### config.mk
export PLATFORM = sky130hd
export DESIGN_NAME = mult_div_unit
export DESIGN_NICKNAME = d
export VERILOG_FILES = /design/src/rtl/mult_div_unit.sv
export SDC_FILE = /design/constraint.sdc
export NUM_CORES = 1
export LEC_CHECK = 0
export BUFFER_PORTS_ARGS = -buffer_cell sky130_fd_sc_hd__buf_2
export CORE_MARGIN = 1
export CORE_UTILIZATION = 40
export DETAILED_ROUTE_END_ITERATION = 8
export GPL_TIMING_DRIVEN = 0
export SLEW_MARGIN = 25
export SYNTH_ARGS = -nofsm -noshare
export SYNTH_HDL_FRONTEND = slang
export SYNTH_SLANG_ARGS = --single-unit
### constraint.sdc
create_clock -name clk -period 7.9 [get_ports clk]
set_clock_uncertainty 0.15 [all_clocks]
set_input_delay 0 -clock clk [delete_from_list [all_inputs] [get_ports clk]]
set_output_delay 0 -clock clk [all_outputs]
set_load 0.005 [all_outputs]
### src/rtl/mult_div_unit.sv
// rtl/mult_div_unit.sv - iterative multiply/divide unit owning the HI/LO registers
module mult_div_unit #(
    parameter int WIDTH = 32
) (
    input  logic             clk,
    input  logic             rst_n,
    input  logic             start,
    input  logic [2:0]       op,
    input  logic [WIDTH-1:0] srcA,
    input  logic [WIDTH-1:0] srcB,
    input  logic             flush,
    output logic             busy,
    output logic             done,
    output logic [WIDTH-1:0] HI,
    output logic [WIDTH-1:0] LO
);
    localparam int CW = $clog2(WIDTH);

    typedef enum logic [1:0] {IDLE, RUN, FIX} state_t;

    state_t           state, state_nxt;
    logic [CW-1:0]    count;
    logic [WIDTH-1:0] work_hi, work_lo, opnd;
    logic             is_mul, neg_hi, neg_lo;
    logic [WIDTH-1:0] hi_q, lo_q;
    logic             done_q;

    logic             issue, issue_md, signed_op, div_zero, a_neg, b_neg;
    logic [WIDTH-1:0] abs_a, abs_b;
    logic [WIDTH:0]   mul_sum, div_shift;
    logic [WIDTH+1:0] div_diff;
    logic [2*WIDTH-1:0] prod_neg;
    logic [WIDTH-1:0] res_hi, res_lo;

    assign issue     = start && !flush && (state == IDLE);
    assign issue_md  = issue && !op[2];
    assign signed_op = !op[0];
    // A signed divide by zero must hand back the raw dividend, so skip the abs/sign path.
    assign div_zero  = op[1] && (srcB == '0);
    assign a_neg     = signed_op && srcA[WIDTH-1] && !div_zero;
    assign b_neg     = signed_op && srcB[WIDTH-1];
    assign abs_a     = a_neg ? -srcA : srcA;
    assign abs_b     = b_neg ? -srcB : srcB;

    assign mul_sum   = {1'b0, work_hi} + (work_lo[0] ? {1'b0, opnd} : '0);
    assign div_shift = {work_hi, work_lo[WIDTH-1]};
    assign div_diff  = {1'b0, div_shift} - {2'b0, opnd};
    assign prod_neg  = -{work_hi, work_lo};

    always_comb begin
        res_hi = work_hi;
        res_lo = work_lo;
        if (is_mul) begin
            if (neg_lo) begin
                res_hi = prod_neg[2*WIDTH-1:WIDTH];
                res_lo = prod_neg[WIDTH-1:0];
            end
        end else begin
            if (neg_hi) res_hi = -work_hi;
            if (neg_lo) res_lo = -work_lo;
        end
    end

    always_comb begin
        state_nxt = state;
        case (state)
            IDLE:    if (issue_md) state_nxt = RUN;
            RUN:     if (flush) state_nxt = IDLE;
                     else if (count == '0) state_nxt = FIX;
            FIX:     state_nxt = IDLE;
            default: state_nxt = IDLE;
        endcase
    end

    always_ff @(posedge clk or negedge rst_n) begin
        if (!rst_n) state <= IDLE;
        else        state <= state_nxt;
    end

    always_ff @(posedge clk or negedge rst_n) begin
        if (!rst_n) begin
            count   <= '0;
            work_hi <= '0;
            work_lo <= '0;
            opnd    <= '0;
            is_mul  <= 1'b0;
            neg_hi  <= 1'b0;
            neg_lo  <= 1'b0;
            hi_q    <= '0;
            lo_q    <= '0;
            done_q  <= 1'b0;
        end else begin
            done_q <= (state == FIX) && !flush;
            case (state)
                IDLE: begin
                    if (issue_md) begin
                        count   <= CW'(WIDTH - 1);
                        work_hi <= '0;
                        is_mul  <= !op[1];
                        neg_lo  <= a_neg ^ b_neg;
                        neg_hi  <= op[1] ? a_neg : (a_neg ^ b_neg);
                        work_lo <= op[1] ? abs_a : abs_b;
                        opnd    <= op[1] ? abs_b : abs_a;
                    end else if (issue && op == 3'b100) begin
                        hi_q <= srcA;
                    end else if (issue && op == 3'b101) begin
                        lo_q <= srcA;
                    end
                end
                RUN: begin
                    count <= count - 1'b1;
                    if (is_mul) begin
                        // Product accumulates in work_hi while the multiplier shifts out of work_lo.
                        work_hi <= mul_sum[WIDTH:1];
                        work_lo <= {mul_sum[0], work_lo[WIDTH-1:1]};
                    end else if (!div_diff[WIDTH+1]) begin
                        work_hi <= div_diff[WIDTH-1:0];
                        work_lo <= {work_lo[WIDTH-2:0], 1'b1};
                    end else begin
                        work_hi <= div_shift[WIDTH-1:0];
                        work_lo <= {work_lo[WIDTH-2:0], 1'b0};
                    end
                end
                FIX: begin
                    if (!flush) begin
                        hi_q <= res_hi;
                        lo_q <= res_lo;
                    end
                end
                default: ;
            endcase
        end
    end

    assign busy = (state != IDLE);
    assign done = done_q;
    assign HI   = hi_q;
    assign LO   = lo_q;
endmodule

==> flow_metrics.env <==
export IMPL_end_kind="flip-flop"
export IMPL_ioPinCount=137
export IMPL_slew_viol_final=0
export IMPL_die_area_um2=38500
export IMPL_slew_headroom=0.311
export IMPL_finalHoldViolCount=16
export IMPL_die_width_um=196
export IMPL_path_cells="inv_1 -> clkbuf_1 -> nor2_1 -> ha_1 -> and4_1 -> a21oi_1 -> nor4bb_1 -> a21oi_1 -> a2111oi_0 -> nor3_1 -> or3_1 -> a32oi_1 -> o211ai_1"
export IMPL_ys_seq_area_frac=0.283
export IMPL_wirelength_mm=61.5
export IMPL_gp_congestion=1.01
export IMPL_dpl_cell_area_um2=16400
export IMPL_place_ws_ps=3270
export IMPL_grt_usage=0.319
export IMPL_drt_pass1_iter_count=6
export IMPL_area_growth_pct=16.2
export IMPL_clk_insertion_delay_late_ps=460
export IMPL_vdd_drop_max_mv=0.175
export IMPL_clock_sinks=171
export IMPL_yosys_area_top_type="dfrtp_1"
export IMPL_synth_area_leaders="dfrtp_1 (28%), o21ai_0 (6.1%), ha_1 (5.8%)"
export IMPL_syn_inst=1927
export IMPL_rr_worst_depth=13
export IMPL_ctsLongestPathBuffers=2
export IMPL_final_fill_count=3761
export IMPL_vias_per_cell=6.10
export IMPL_clk_pin_slew_ps=80
export IMPL_slowest_delay_ps=800
export IMPL_cts_buffers=17
export IMPL_ys_ff_latch=171
export IMPL_r2r_start="work_lo[0]$_DFFE_PN0P_"
export IMPL_cpMostUsedCell="a21oi_1"
export IMPL_rsz0062_at_grt="false"
export IMPL_core_area_um2=36900
export IMPL_arrival_ps=4880
export IMPL_critical_path_required_ps=8080
export IMPL_htreeDepth=4
export IMPL_fin_crit_sh=0.595
export IMPL_syn_cell_area_um2=15100
export IMPL_setup_worst_path_start_class="flip-flop"
export IMPL_drt_iter0_markers=1646
export IMPL_layout_common_cells="nand2_1 (192), o21ai_0 (185), nor2_1 (184)"
export IMPL_p_leak_uw=0.00769
export IMPL_worst_path_max_delay_cell="a2111oi_0"
export IMPL_synth_distinct_cells=74
export IMPL_grt_pass1_wl_mm=92.5
export IMPL_hold_path_class="in2async"
export IMPL_synth_edf_count=0
export IMPL_failed_checks="negative hold slack"
export IMPL_antenna_found_initial=0
export IMPL_clockRootBuffer="clkbuf_16"
export IMPL_max_cap_violations=0
export IMPL_crit_type="reg2reg"
export IMPL_synthFlopType="dfrtp_1"
export IMPL_die_y_um=196
export IMPL_std_cell_rows=70
export IMPL_fin_setup_tns_ps=0
export IMPL_fin_area_um2=17500
export IMPL_yosys_warnings=0
export IMPL_cts_setup_buffers=0
export IMPL_whs_ps=-44.4
export IMPL_antenna_cells=0
export IMPL_worstReg2RegEnd="work_hi[30]$_DFFE_PN0P_"
export IMPL_setup_viol=0
export IMPL_grt_start_max_net_pins=88
export IMPL_mostFrequentLayoutCell="nand2_1"
export IMPL_setup_slack_ps=3200
export IMPL_vias=16200
export IMPL_fin_crit_ps=4700
export IMPL_tightest_slew_ps=1020
export IMPL_crit_fanout=10
export IMPL_start_util=0.410
export IMPL_drive_gt1_frac=0.0988
export IMPL_ant_nets=0
export IMPL_portBuffers=135
export IMPL_power_density_nw_per_um2=320
export IMPL_wire_per_inst_um=23.2
export IMPL_r2r_slack_ps=3200
export IMPL_syn_nets=2070
export IMPL_dp_hpwl_mm=48.8
export IMPL_grt_pass1_vias=15400
export IMPL_tritoncts="done"
export IMPL_async_flop_share=1.00
export IMPL_avgSynthCellArea_um2=7.84
export IMPL_synth_top_cell_area_share=0.283
export IMPL_finalNetCount=2276
export IMPL_fmax_ghz=0.213
export IMPL_drc_errors=0
export IMPL_status="finished with violations"
export IMPL_overflow=0
flip-flops by register name, summed over array words and instances (netlist names):
| register | count |
|---|---|
| HI | 32 |
| LO | 32 |
| count | 5 |
| done | 1 |
| is_mul | 1 |
| neg_hi | 1 |
| neg_lo | 1 |
| opnd | 32 |
| state | 2 |
| work_hi | 32 |
| work_lo | 32 |
metal layers:
layer  wire [µm]  track usage  up-vias
li1            -            -     7434
met1       27300        0.438     7770
met2       26400        0.493      813
met3        4990       0.0450      135
met4        2880        0.151        0
met5           0            0        -
repair_timing:
item,CTS,global route
hold buffers,51,0
endpoints found under the hold margin,243,0
gates resized for setup,0,0
endpoints found under the setup margin,0,0
kinds of logic (layout without fill, tap and decap cells):
family	count (synthesis)	after routing	share of synthesized area
AOI/OAI and AO/OA	657	657	0.278
xor gates and xnor gates	166	166	0.0963
adders and majority gates	72	72	0.0606
buffers and inverters	194	413	0.0503
DFF	171	171	0.283
muxes	67	67	0.0452
and+or+nand+nor	600	600	0.186
how the worst max path moves through the flow:
stage / from / to / cells after the start
after floorplan: work_lo[0]$_DFFE_PN0P_ / work_hi[30]$_DFFE_PN0P_ / 13
after global placement: work_lo[0]$_DFFE_PN0P_ / work_hi[30]$_DFFE_PN0P_ / 13
after detailed placement: work_lo[0]$_DFFE_PN0P_ / work_hi[30]$_DFFE_PN0P_ / 13
after CTS: work_lo[0]$_DFFE_PN0P_ / work_hi[30]$_DFFE_PN0P_ / 13
after global routing: work_lo[0]$_DFFE_PN0P_ / work_hi[30]$_DFFE_PN0P_ / 13
final: work_lo[0]$_DFFE_PN0P_ / work_hi[30]$_DFFE_PN0P_ / 13
layout make-up:
class,instances,area (µm²),area share
Buffer,123,493,0.0281
Clock buffer,18,429,0.0245
Timing Repair Buffer,187,1220,0.0698
Tap cell,504,631,0.0359
Clock inverter,14,156,0.00892
Multi-Input combinational cell,1562,10100,0.574
Sequential cell,171,4280,0.244
Inverter,71,267,0.0152
synth_stat cells (all sizes together), types with 5 or more instances:
library cell  number
a211oi            71
a21o              57
a21oi            144
a221oi            10
a22oi             19
a31oi             16
and2               9
and3              15
buf               16
clkbuf           107
dfrtp            171
ha                70
inv               70
mux2               9
mux2i             58
nand2            192
nand2b            19
nand3             31
nand4             11
nor2             184
nor2b             15
nor3              38
nor3b              5
nor4              18
o211ai            15
o21a              10
o21ai            190
o22ai             10
o31ai             49
o41ai             20
or2               14
or3               15
or4               23
xnor2             74
xor2              92
through the flow:
stage / total power (µW) / hold WS [ps] / util / cells
6_report: 5610 / -44.4 / 0.476 / 2650
5_1_grt: 5970 / 25.5 / 0.476 / 2650
4_1_cts: 5530 / 5.97 / 0.476 / 2650
3_5_place_dp: 4610 / -103 / 0.446 / 2567
3_3_place_gp: 4570 / 122 / 0.445 / 2566
2_1_floorplan: 3620 / -446 / - / 1927
critical path: cells and delay by family, from the launching register on:
kind	cells	cell delay, ps
AOI/OAI and AO/OA	5	1570
adders and majority gates	1	380
DFF	1	530
and+or+nand+nor	5	1260
buffers and inverters	2	690
report_power, final:
part / switching (µW) / internal [µW] / leakage [µW]
Combinational: 1940 / 1260 / 0.00530
Clock: 423 / 473 / 0.000287
Sequential: 374 / 1140 / 0.00211
Power figures use the tool's default switching activity.
